`src/rtl/spi_pkg.sv`:
```
// Shared SPI target definitions: mode bit positions, FSM states and word helpers.
package spi_pkg;
    localparam int unsigned CPOL   = 1;
    localparam int unsigned CPHA   = 0;
    localparam int unsigned WORD_W = 32;

    typedef enum logic {
        StIdle,
        StActive
    } state_e;

    // Keeps the low ws+1 bits of a word.
    function automatic logic [WORD_W-1:0] word_mask(input logic [4:0] ws);
        return {WORD_W{1'b1}} >> (5'd31 - ws);
    endfunction
endpackage

```
`src/rtl/spi_target_sync.sv`:
```
// Pin synchronizer with registered rising/falling strobes; the level output is aligned
// with the strobes so data pins can be sampled in the same cycle as an edge strobe.
module spi_target_sync #(
    parameter int unsigned STAGES    = 2,
    parameter logic        RESET_VAL = 1'b0
) (
    input  logic i_clk,
    input  logic i_reset,
    input  logic i_d,
    output logic o_q,
    output logic o_rise,
    output logic o_fall
);
    logic [STAGES-1:0] r_sync;
    logic              r_prev;
    logic              r_rise;
    logic              r_fall;

    always_ff @(posedge i_clk) begin
        if (i_reset) begin
            r_sync <= {STAGES{RESET_VAL}};
            r_prev <= RESET_VAL;
            r_rise <= 1'b0;
            r_fall <= 1'b0;
        end else begin
            r_sync[0] <= i_d;
            for (int i = 1; i < STAGES; i++) begin
                r_sync[i] <= r_sync[i-1];
            end
            r_prev <= r_sync[STAGES-1];
            r_rise <= r_sync[STAGES-1] & ~r_prev;
            r_fall <= ~r_sync[STAGES-1] & r_prev;
        end
    end

    assign o_q    = r_prev;
    assign o_rise = r_rise;
    assign o_fall = r_fall;
endmodule

```
`src/rtl/spi_target.sv`:
```
// SPI target endpoint: oversampled pins, MSB-first shift registers with back-to-back
// words per CS frame, rx/tx fabric handshakes and sticky overrun/underrun flags.
module spi_target
    import spi_pkg::*;
#(
    parameter int unsigned SYNC_STAGES = 2
) (
    input  logic              i_clk,
    input  logic              i_reset,
    input  logic              i_enable,
    input  logic [1:0]        i_mode,
    input  logic [4:0]        i_word_size,
    input  logic              i_sclk,
    input  logic              i_mosi,
    input  logic              i_cs_n,
    output logic              o_miso,
    output logic              o_miso_oe,
    output logic [WORD_W-1:0] o_rx_data,
    output logic              o_rx_valid,
    input  logic              i_rx_ready,
    input  logic [WORD_W-1:0] i_tx_data,
    input  logic              i_tx_valid,
    output logic              o_tx_ready,
    output logic              o_overrun,
    output logic              o_underrun,
    input  logic              i_clear_flags,
    output logic              o_busy
);
    localparam int unsigned              FLUSH_W   = $clog2(SYNC_STAGES + 2);
    localparam logic [FLUSH_W-1:0]       FLUSH_CYC = FLUSH_W'(SYNC_STAGES + 1);

    logic w_sclk_q, w_sclk_rise, w_sclk_fall;
    logic w_mosi, w_mosi_rise, w_mosi_fall;
    logic w_cs_q, w_cs_rise, w_cs_fall;
    logic w_unused;

    spi_target_sync #(.STAGES(SYNC_STAGES), .RESET_VAL(1'b0)) u_sync_sclk (
        .i_clk(i_clk), .i_reset(i_reset), .i_d(i_sclk),
        .o_q(w_sclk_q), .o_rise(w_sclk_rise), .o_fall(w_sclk_fall)
    );
    spi_target_sync #(.STAGES(SYNC_STAGES), .RESET_VAL(1'b0)) u_sync_mosi (
        .i_clk(i_clk), .i_reset(i_reset), .i_d(i_mosi),
        .o_q(w_mosi), .o_rise(w_mosi_rise), .o_fall(w_mosi_fall)
    );
    spi_target_sync #(.STAGES(SYNC_STAGES), .RESET_VAL(1'b1)) u_sync_cs (
        .i_clk(i_clk), .i_reset(i_reset), .i_d(i_cs_n),
        .o_q(w_cs_q), .o_rise(w_cs_rise), .o_fall(w_cs_fall)
    );

    assign w_unused = ^{w_sclk_q, w_mosi_rise, w_mosi_fall};

    state_e              r_state, w_state_nxt;
    logic                r_cpol, w_cpol_nxt, r_cpha, w_cpha_nxt;
    logic [4:0]          r_wsize, w_wsize_nxt, r_ptr, w_ptr_nxt;
    logic [WORD_W-1:0]   r_shift_tx, w_shift_tx_nxt, r_shift_rx, w_shift_rx_nxt;
    logic [WORD_W-1:0]   r_rx_data, w_rx_data_nxt;
    logic                r_miso, w_miso_nxt, r_rx_valid, w_rx_valid_nxt;
    logic                r_tx_ready, w_tx_ready_nxt;
    logic                r_overrun, w_overrun_nxt, r_underrun, w_underrun_nxt;
    logic [FLUSH_W-1:0]  r_flush_cnt;
    logic                r_armed;

    logic [WORD_W-1:0]   w_load, w_rx_word;
    logic                w_sample_edge, w_shift_edge;

    assign w_load        = i_tx_valid ? i_tx_data : '0;
    assign w_rx_word     = {r_shift_rx[WORD_W-2:0], w_mosi};
    // Sample on the rising edge exactly when CPOL == CPHA.
    assign w_sample_edge = (r_cpol == r_cpha) ? w_sclk_rise : w_sclk_fall;
    assign w_shift_edge  = (r_cpol == r_cpha) ? w_sclk_fall : w_sclk_rise;

    // After reset the synchronizer flushes fabricated history; a frame may only start once
    // CS has been seen deasserted, so a CS held low through reset cannot restart a frame.
    always_ff @(posedge i_clk) begin
        if (i_reset) begin
            r_flush_cnt <= '0;
            r_armed     <= 1'b0;
        end else begin
            if (r_flush_cnt != FLUSH_CYC) r_flush_cnt <= r_flush_cnt + FLUSH_W'(1);
            r_armed <= r_armed | ((r_flush_cnt == FLUSH_CYC) & w_cs_q);
        end
    end

    always_comb begin
        w_state_nxt    = r_state;
        w_cpol_nxt     = r_cpol;
        w_cpha_nxt     = r_cpha;
        w_wsize_nxt    = r_wsize;
        w_ptr_nxt      = r_ptr;
        w_shift_tx_nxt = r_shift_tx;
        w_shift_rx_nxt = r_shift_rx;
        w_miso_nxt     = r_miso;
        w_rx_data_nxt  = r_rx_data;
        w_rx_valid_nxt = r_rx_valid & ~i_rx_ready;
        w_tx_ready_nxt = 1'b0;
        w_overrun_nxt  = r_overrun & ~i_clear_flags;
        w_underrun_nxt = r_underrun & ~i_clear_flags;
        unique case (r_state)
            StIdle: begin
                if (w_cs_fall && i_enable && r_armed) begin
                    w_state_nxt    = StActive;
                    w_cpol_nxt     = i_mode[CPOL];
                    w_cpha_nxt     = i_mode[CPHA];
                    w_wsize_nxt    = i_word_size;
                    w_ptr_nxt      = i_word_size;
                    w_shift_rx_nxt = '0;
                    w_shift_tx_nxt = w_load;
                    w_tx_ready_nxt = i_tx_valid;
                    if (!i_tx_valid) w_underrun_nxt = 1'b1;
                    if (!i_mode[CPHA]) w_miso_nxt = w_load[i_word_size];
                end
            end
            StActive: begin
                if (w_cs_rise || !i_enable) begin
                    w_state_nxt    = StIdle;
                    w_ptr_nxt      = '0;
                    w_shift_rx_nxt = '0;
                end else if (w_shift_edge) begin
                    w_miso_nxt = r_shift_tx[r_ptr];
                end else if (w_sample_edge) begin
                    w_shift_rx_nxt = w_rx_word;
                    if (r_ptr != 5'd0) begin
                        w_ptr_nxt = r_ptr - 5'd1;
                    end else begin
                        if (r_rx_valid && !i_rx_ready) begin
                            w_overrun_nxt = 1'b1;
                        end else begin
                            w_rx_data_nxt  = w_rx_word & word_mask(r_wsize);
                            w_rx_valid_nxt = 1'b1;
                        end
                        w_shift_tx_nxt = w_load;
                        w_ptr_nxt      = r_wsize;
                        w_tx_ready_nxt = i_tx_valid;
                        if (!i_tx_valid) w_underrun_nxt = 1'b1;
                    end
                end
            end
            default: w_state_nxt = StIdle;
        endcase
    end

    always_ff @(posedge i_clk) begin
        if (i_reset) begin
            r_state    <= StIdle;
            r_cpol     <= 1'b0;
            r_cpha     <= 1'b0;
            r_wsize    <= '0;
            r_ptr      <= '0;
            r_shift_tx <= '0;
            r_shift_rx <= '0;
            r_miso     <= 1'b0;
            r_rx_data  <= '0;
            r_rx_valid <= 1'b0;
            r_tx_ready <= 1'b0;
            r_overrun  <= 1'b0;
            r_underrun <= 1'b0;
        end else begin
            r_state    <= w_state_nxt;
            r_cpol     <= w_cpol_nxt;
            r_cpha     <= w_cpha_nxt;
            r_wsize    <= w_wsize_nxt;
            r_ptr      <= w_ptr_nxt;
            r_shift_tx <= w_shift_tx_nxt;
            r_shift_rx <= w_shift_rx_nxt;
            r_miso     <= w_miso_nxt;
            r_rx_data  <= w_rx_data_nxt;
            r_rx_valid <= w_rx_valid_nxt;
            r_tx_ready <= w_tx_ready_nxt;
            r_overrun  <= w_overrun_nxt;
            r_underrun <= w_underrun_nxt;
        end
    end

    assign o_miso     = r_miso;
    assign o_miso_oe  = r_armed & ~w_cs_q & i_enable;
    assign o_rx_data  = r_rx_data;
    assign o_rx_valid = r_rx_valid;
    assign o_tx_ready = r_tx_ready;
    assign o_overrun  = r_overrun;
    assign o_underrun = r_underrun;
    assign o_busy     = (r_state == StActive);
endmodule

```
`config.mk`:
```
export PLATFORM = sky130hd
export DESIGN_NAME = spi_target
export DESIGN_NICKNAME = d
export VERILOG_FILES = /design/src/rtl/spi_pkg.sv /design/src/rtl/spi_target_sync.sv /design/src/rtl/spi_target.sv
export SDC_FILE = /design/constraint.sdc
export NUM_CORES = 1
export LEC_CHECK = 0
export ABC_AREA = 0
export CAP_MARGIN = 15
export CORE_MARGIN = 2
export CORE_UTILIZATION = 49
export CTS_BUF_LIST = sky130_fd_sc_hd__clkbuf_8 sky130_fd_sc_hd__clkbuf_16
export DETAILED_ROUTE_END_ITERATION = 10
export MAX_ROUTING_LAYER = met4
export PLACE_DENSITY = 0.87
export SETUP_SLACK_MARGIN = 0.2
export SLEW_MARGIN = 40
export SYNTH_ARGS = -nofsm -noshare
export SYNTH_HDL_FRONTEND = slang
export SYNTH_SLANG_ARGS = --single-unit
export TNS_END_PERCENT = 10
```
`constraint.sdc`:
```
create_clock -name i_clk -period 2 [get_ports i_clk]
set_input_delay 0.4 -clock i_clk [delete_from_list [all_inputs] [get_ports i_clk]]
set_output_delay 0.4 -clock i_clk [all_outputs]
set_load 0.01 [all_outputs]
```
* Word level (Yosys, flattened, before mapping)
Cells that the tools add are included.
** Storage, ports and cells
- Register bits :: 129
- Bits in latches :: 0
- Bits in writable memories :: 0
- Bits in read-only memories :: 0
- Input port bits :: 48
- Output and inout bits :: 39
- Word-level logic and storage cells :: 135
- Memories kept :: 0
** Operators by class
- Add/subtract/negate cells :: 3
- $mul :: 0
- Divide/modulo/power cells :: 0
- Magnitude comparators :: 2
- Equality and inequality tests :: 12
- Shifts and indexed selects :: 1
- Multiplexer cells :: 57
- Bitwise operators :: 23
- Reduce and logical (&&, ||, !) cells :: 12
** Operator list (number)
- 2-to-1 mux 32 bit :: 6
- 2-to-1 mux 31 bit :: 4
- one-hot mux 32 bit (2 select lines) :: 1
- one-hot mux 31 bit (2 select lines) :: 1
- 2-to-1 mux 1 bit :: 33
- bitwise AND 32 bit :: 1
- >> shifter 32 x 5 -> 32 bit (first input constant) :: 1
- 2-to-1 mux 5 bit :: 5
- < comparator 5 x 6 -> 1 bit (second input constant) :: 2
- inequality test 2 bit (second input constant) :: 6
- inverter 1 bit :: 11
- bitwise AND 1 bit :: 10
- binary-select mux 1 bit (select 5 bit) :: 2
- one-hot mux 5 bit (2 select lines) :: 1
- one-hot mux 1 bit (2 select lines) :: 4
- AND reduction 6 bit :: 1
- AND reduction 5 bit :: 1
- nonzero test 5 bit :: 1
- subtractor 5 x 1 -> 5 bit (second input constant) :: 1
- subtractor 5 bit (first input constant) :: 1
- inequality test 2 x 1 -> 1 bit (second input constant) :: 2
- AND reduction 4 bit :: 1
- logical AND 1 bit :: 3
- inequality test 3 x 1 -> 1 bit (second input constant) :: 1
- other kinds (9) :: 10

* Longest topological paths before layout
Gate-level depths: netlist of run 1.
- Depth after elaboration :: 8
- Gate-level depth with buffers :: 9
- Mapped depth without buffers :: 7

* Modules after synthesis
A second synthesis of run 1 with hierarchy kept.
** Second synthesis, totals
- Cell total of the unflattened synthesis :: 654
- Area, all modules :: 5776.8 um^2
** By module, submodules not included
- spi_target :: times used 1, cells each 624, area an instance 5375.2 um^2
- spi_target_sync :: times used 3, cells each 10, area an instance 133.9 um^2

* Worst setup path after synthesis of run 1
No wires, ideal clock.
- Path type :: register to register
- Start point :: register r_ptr[0]
- End point :: register r_shift_tx[15]
- Setup time :: 71 ps
- Data arrival time :: 1932 ps
- Path slack :: -3 ps
- Cell stages (with the launch flop) :: 10
- Path buffers :: 3
- Path through :: dfxtp_1 -> clkbuf_1 -> inv_1 -> ha_1 -> or4b_1 -> buf_2 -> o21ai_4 -> buf_6 -> nand4_1 -> a21oi_1
** On the way
- Longest elaborated chain between the ends :: 3
** Ends and longest elaborated chain
- start, declared :: RTL line spi_target.sv:54 : logic [4:0] r_wsize, w_wsize_nxt, r_ptr, w_ptr_nxt;
- start signal, assigned :: RTL line spi_target.sv:162 : r_ptr <= w_ptr_nxt;
- nonzero test 5 bit :: RTL line spi_target.sv:122 : if (r_ptr != 5'd0) begin
- inequality test 2 bit (no line)
- AND reduction 5 bit (no line)
- end signal, assigned :: RTL line spi_target.sv:163 : r_shift_tx <= w_shift_tx_nxt;
- end, declared :: RTL line spi_target.sv:55 : logic [WORD_W-1:0] r_shift_tx, w_shift_tx_nxt, r_shift_rx, w_shift_rx_nxt;
Every way passes these cells.
A chain may end at the register's enable or synchronous reset.

* Worst setup path in the final report of run 1
- Start point :: register r_ptr[1]
- End point :: register r_miso, in the netlist o_miso
** On the way
- Longest elaborated chain between the ends :: 5
** Ends and longest elaborated chain
- binary-select mux 1 bit (select 5 bit) :: RTL line spi_target.sv:119 : w_miso_nxt = r_shift_tx[r_ptr];
- 2-to-1 mux 1 bit (not written as such) :: RTL line spi_target.sv:119
- 2-to-1 mux 1 bit :: RTL line spi_target.sv:118 : end else if (w_shift_edge) begin
- 2-to-1 mux 1 bit :: RTL line spi_target.sv:114 : if (w_cs_rise || !i_enable) begin
- one-hot mux 1 bit (2 select lines) :: RTL line spi_target.sv:98 : unique case (r_state)
- end signal, assigned :: RTL line spi_target.sv:165 : r_miso <= w_miso_nxt;
- end, declared :: RTL line spi_target.sv:57 : logic r_miso, w_miso_nxt, r_rx_valid, w_rx_valid_nxt;
Every way passes these cells. The select of a mux whose other input is x is not followed.

==> results of run 1 <==
routing by layer:
layer	vias to the layer above	wire length (um)
met2	312	8026
met1	2591	6344
met4	0	593
li1	2564	-
met5	-	0
met3	72	1280
registers in the layout, summed over array words and instances, names as in the netlist, 2 cells and up:
name / count
u_sync_mosi.r_sync: 2
o_rx_data: 32
u_sync_cs.r_sync: 2
r_wsize: 5
r_shift_rx: 31
r_ptr: 5
r_shift_tx: 32
r_flush_cnt: 2
u_sync_sclk.r_sync: 2
power breakdown:
group	switching (W)	total (W)	leakage (nW)	internal (W)
Clock	0.00121	0.00312	0.287	0.00192
Sequential	0.0000149	0.00261	1.04	0.00259
Combinational	0.000161	0.000340	1.38	0.000179
Total	0.00138	0.00607	2.71	0.00469
Yosys cell counts (3+ instances only):
cell type  count
nor2_1        14
or3_1          3
dfxtp_1      129
nor3b_1        3
mux2i_1       12
inv_1          8
a21oi_1      108
o211ai_1      11
buf_6          7
nand4_1       42
o21a_1         4
mux4_2        14
a31o_2         3
buf_2         12
a21o_1         4
buf_4          9
nand3_1       43
nand2_1       83
a211oi_1       6
clkbuf_1      36
nor2b_1       12
nor3_1         3
o2111ai_1      7
o21ai_0       32
o21ai_1        4
nand2b_1       5
or2_2          5
worst max-delay path: cells and delay by family (launching register included):
kind / cells / cell delay [ns]
compound gates: 1 / 0.08
buf+inv: 1 / 0.12
flops: 1 / 0.37
mux: 2 / 0.79
simple gates: 2 / 0.42
area by class of cell:
type | instances | area [sq um] | area share
Multi-Input combinational cell | 449 | 2821 | 0.3663
Sequential cell | 129 | 2592 | 0.3365
Timing Repair Buffer | 143 | 1468 | 0.1905
Clock buffer | 19 | 452.9 | 0.05879
Tap cell | 143 | 178.9 | 0.02323
Clock inverter | 13 | 148.9 | 0.01933
Inverter | 9 | 41.29 | 0.005360
layout by cell type (no fill, tap or decap), types with 3 or more instances in the layout:
| cell | n |
|---|---|
| nor2_1 | 14 |
| buf_4 | 42 |
| or3_1 | 3 |
| o21a_1 | 4 |
| dlygate4sd2_1 | 3 |
| a21oi_2 | 4 |
| o211ai_1 | 11 |
| nand4_1 | 42 |
| a211oi_1 | 6 |
| o2111ai_1 | 7 |
| mux2_4 | 3 |
| inv_6 | 6 |
| dfxtp_1 | 125 |
| or2_2 | 5 |
| nand3_1 | 43 |
| o21ai_0 | 30 |
| nor3_1 | 3 |
| nor3b_1 | 3 |
| a21oi_1 | 104 |
| clkbuf_16 | 18 |
| nand2_1 | 83 |
| clkinvlp_4 | 3 |
| clkdlybuf4s50_1 | 82 |
| buf_6 | 4 |
| nor2b_1 | 12 |
| buf_12 | 9 |
| inv_1 | 6 |
| a31o_2 | 3 |
| o21ai_1 | 6 |
| a21o_1 | 4 |
| mux2i_1 | 12 |
| mux4_2 | 14 |
| nand2b_1 | 5 |
cell families after synthesis:
group | Yosys count | share of synthesized area
compound gates | 190 | 0.1923
simple gates | 224 | 0.1980
flops | 129 | 0.4496
fa+ha+maj | 2 | 0.004356
mux | 29 | 0.08233
buf+inv | 74 | 0.06600
xor+xnor | 4 | 0.007407
path summary, 6_finish.rpt:
| check | startpoint | end |
|---|---|---|
| worst max-delay path | r_ptr[1]$_SDFFE_PP0P_ | o_miso$_SDFFE_PP0P_ |
| worst min-delay path | u_sync_sclk.o_q$_SDFF_PP0_ | u_sync_sclk.o_rise$_SDFF_PP0_ |
| worst max register to register | r_ptr[1]$_SDFFE_PP0P_ | o_miso$_SDFFE_PP0P_ |
| worst min register to register | u_sync_sclk.o_q$_SDFF_PP0_ | u_sync_sclk.o_rise$_SDFF_PP0_ |
timing repair:
item                       CTS  global route
hold buffers                 0             0
setup endpoints to repair   71            81
cloned                       2             1
setup buffers                6             3
pin swaps                    7             4
gates resized for setup     14             8
through the flow:
step	setup TNS (ns)	setup slack, ns	cells	util
finish	0	0.08297	905	0.6747
global route	0	0.02875	905	0.6747
CTS	0	0.1243	901	0.6697
detailed placement	-1.503	-0.3337	861	0.6044
global placement	-0.3024	-0.2671	861	0.6044
floorplan	0	0.1720	652	-
==> metrics.csv, run 1 <==
metric,value,unit
final_nets,799,
fmax,521.6,MHz
cts_buffers,17,
synthTopCellsByArea,"dfxtp_1 45%, a21oi_1 9.4%, mux4_2 5.5%, nand2_1 5.4%, nand4_1 4.6%",
clock_skew,0.009607,ns
ys_ff_latch,129,
met1_usage,0.3134,
crit_chain,buf_12 > mux4_2 > mux2_4 > or3_1 > nand4_1 > a211oi_1,
crit_slowest_cell,mux4_2,
outcome,completed,
vias_per_cell,6.120,
total_power,0.006070,W
reg2reg_depth,6,
ir_drop,0.8137,mV
tightest_slew,0.7141,ns
use_met3,0.05238,
power.density,787.9,mW/mm^2
post-route-min-period,1.917,ns
final_area,0.007704,sq mm
synth.distinct_cells,52,
grt_pass1_vias,5269,
cts_tree,done,
final.fill_count,842,
synth_area_per_cell,8.810,sq um
drt_iter0_drc,540,
netlist_area,0.005744,sq mm
ys_async_sr_fraction,0,
end_kind,flip-flop,
drive_gt1_frac,0.1719,
place.gp.congestion,0.9058,
num_antenna_cells,0,
relSlewSlack,0.5239,
synth_nets,702,
dieArea,0.01260,sq mm
cts-root-buf,clkbuf_16,
synth-main-ff-cell,dfxtp_1,
grt_max_degree,64,
grt.busiest_layer,met2,
critPathRequiredTime,2.27,ns
hp-class,reg -> reg,
use_met2,0.4337,
min_path_cells,1,
drc_errors,0,
synth_cells,652,
maxCapViolCount,0,
hpwlAfterDp,10240,um
placed_cell_area,0.006902,sq mm
ys_seq_area_frac,0.4496,
clock_latency,0.42,ns
synth-edff-count,0,
antenna_found_initial,0,
firstDrtPassIters,8,
synth_top_area_share,0.4496,
finalSetupViolCount,0,
routed_wl,16240,um
yosysTopAreaCell,dfxtp_1,
ios,87,
wl_per_cell,17.95,um
htree_levels,4,
synth-warning-count,0,
finalHoldViolCount,0,
cp_max_fo,3,
grt.total_usage,0.2626,
hold_slack,0.4109,ns
syn2layout_area_growth,34.11,%
path_clk_slew,0.06,ns
slew_violations,0,
num_vias,5539,
die_h,112.3,um
p_leak,2.710,nW
cts.sinks,129,
rsz0062_at_grt,yes,
post-route-period-util,0.9585,
crit_path_start_kind,flip-flop,
clk_path_buf_depth,2,
ff2ff_setup_slack,0.08,ns
grt_pass1_wl,25910,um
postRouteAntennaNets,0,
start_util,0.5031,
core-area,0.01142,sq mm
critPathKind,reg -> reg,
worst_ep_arrival_time,2.19,ns
die_x,112.3,um
row_count,39,
grt-ovfl-total,0,
cpPeakStageDelay,0.51,ns
io_buffers,86,
Power figures use the tool's default switching activity.
==> run 2, diff against run 1 <==
--- a/config.mk
+++ b/config.mk
@@ -12,7 +12,7 @@
 export CTS_BUF_LIST = sky130_fd_sc_hd__clkbuf_8 sky130_fd_sc_hd__clkbuf_16
 export DETAILED_ROUTE_END_ITERATION = 10
 export MAX_ROUTING_LAYER = met4
-export PLACE_DENSITY = 0.87
+export PLACE_DENSITY = 0.82
 export SETUP_SLACK_MARGIN = 0.2
 export SLEW_MARGIN = 40
 export SYNTH_ARGS = -nofsm -noshare
==> run 2 against run 1 <==
Sequential share of layout area rose by 0.32 points. Fmax down 2.3%. Critical path depth increased by 1. Count of clock-buffer cells in the layout shrank 2. Highest routed layer unchanged.
==> metrics.csv, run 2 (synthesis results as in run 1) <==
metric,value,unit
cp_max_fo,8,
clock_skew,0.007961,ns
syn2layout_area_growth,32.96,%
use_met2,0.4434,
ios,87,
drt_iter0_drc,523,
clk_path_buf_depth,2,
tightest_slew,0.7883,ns
worst_ep_arrival_time,2.29,ns
slew_violations,0,
path_clk_slew,0.06,ns
die_h,112.3,um
firstDrtPassIters,7,
placed_cell_area,0.006917,sq mm
clock_latency,0.42,ns
critPathRequiredTime,2.33,ns
critPathKind,reg -> reg,
place.gp.congestion,0.9036,
core-area,0.01142,sq mm
use_met3,0.05778,
final_common_cell,dfxtp_1,
htree_levels,4,
finalNonFillerCells,906,
end_kind,flip-flop,
met1_usage,0.3017,
antenna_found_initial,0,
dp.cells,863,
routed_wl,16120,um
final_nets,800,
post-route-min-period,1.962,ns
final_cell_mix,"125 x dfxtp_1, 105 x a21oi_1, 83 x nand2_1, 83 x clkdlybuf4s50_1, 46 x buf_4",
ir_drop,0.6818,mV
fmax,509.8,MHz
drc_errors,0,
p_leak,2.676,nW
rsz0062_at_grt,yes,
finalHoldViolCount,0,
postRouteAntennaNets,0,
cts-root-buf,clkbuf_16,
num_vias,5567,
place_ws,-0.3427,ns
power.density,767.2,mW/mm^2
post-route-period-util,0.9808,
grt-ovfl-total,0,
start_util,0.5031,
grt_pass1_vias,5324,
finalSetupViolCount,0,
die_x,112.3,um
maxCapViolCount,0,
crit_path_start_kind,flip-flop,
cts_buffers,17,
dieArea,0.01260,sq mm
grt_pass1_wl,25760,um
cts.sinks,129,
grt.busiest_layer,met2,
cts_tree,done,
drive_gt1_frac,0.1730,
relSlewSlack,0.4745,
vias_per_cell,6.145,
final.fill_count,883,
io_buffers,86,
setup_slack,0.03845,ns
final_area,0.007637,sq mm
grt_max_degree,72,
hp-class,reg -> reg,
outcome,completed,
num_antenna_cells,0,
row_count,39,
wl_per_cell,17.80,um
grt.total_usage,0.2625,
hpwlAfterDp,10640,um
-- run 2: layer usage --
layer | share of wire | routed length, um
met3 | 0.072 | 1158
met5 | 0 | 0
met2 | 0.51 | 8267
met1 | 0.39 | 6211
met4 | 0.030 | 487
-- run 2: cell type report --
| class | count | area, sq um | share of cell area |
|---|---|---|---|
| flip-flops and latches | 129 | 2595 | 0.3398 |
| multi-input cells | 449 | 2818 | 0.3689 |
| clock buffers | 17 | 425.4 | 0.05570 |
| repair buffers | 144 | 1446 | 0.1894 |
| clock inverters | 15 | 132.6 | 0.01737 |
| well taps | 143 | 178.9 | 0.02343 |
| inverters | 9 | 41.29 | 0.005406 |
-- run 2: repair_timing --
item	CTS	global route
hold buffers	0	0
endpoints found under the setup margin	63	103
setup buffers	0	8
pin swaps	1	6
resized for setup	10	4
cloned	0	3
-- run 2: metrics by stage --
| step | hold WS [ns] | setup TNS, ns | total power, W | utilization |
|---|---|---|---|---|
| after global placement | 0.3883 | -0.3060 | 0.002975 | 0.6057 |
| after detailed placement | 0.3977 | -1.691 | 0.002986 | 0.6057 |
| after floorplan | 0.3835 | 0 | 0.002817 | - |
| after global routing | 0.4286 | -0.03454 | 0.006033 | 0.6689 |
| after CTS | 0.4080 | 0 | 0.005879 | 0.6561 |
| final | 0.4056 | 0 | 0.005859 | 0.6689 |
-- run 2: power breakdown --
| group | internal [W] | switching (W) | leakage [nW] |
|---|---|---|---|
| clock network | 0.00171 | 0.00120 | 0.266 |
| logic | 0.000182 | 0.000160 | 1.37 |
| registers | 0.00259 | 0.0000148 | 1.04 |
-- run 2: critical path, stage by stage (launching register included) --
cell and delay (ns):
dfxtp_4 0.36, inv_6 0.06, ha_4 0.14, or4b_4 0.51, o21ai_4 0.31, clkbuf_16 0.23, nand4_1 0.09, a21oi_1 0.18
-- run 2: worst paths after layout --
| path | startpoint | slack, ns | end | depth (start not counted) |
|---|---|---|---|---|
| worst min register to register | u_sync_sclk.o_q$_SDFF_PP0_ | 0.41 | u_sync_sclk.o_rise$_SDFF_PP0_ | 1 |
| worst max-delay path | r_ptr[0]$_SDFFE_PP0P_ | 0.04 | r_shift_tx[9]$_SDFFE_PP0P_ | 7 |
| worst max register to register | r_ptr[0]$_SDFFE_PP0P_ | 0.04 | r_shift_tx[9]$_SDFFE_PP0P_ | 7 |
| worst min-delay path | u_sync_sclk.o_q$_SDFF_PP0_ | 0.41 | u_sync_sclk.o_rise$_SDFF_PP0_ | 1 |
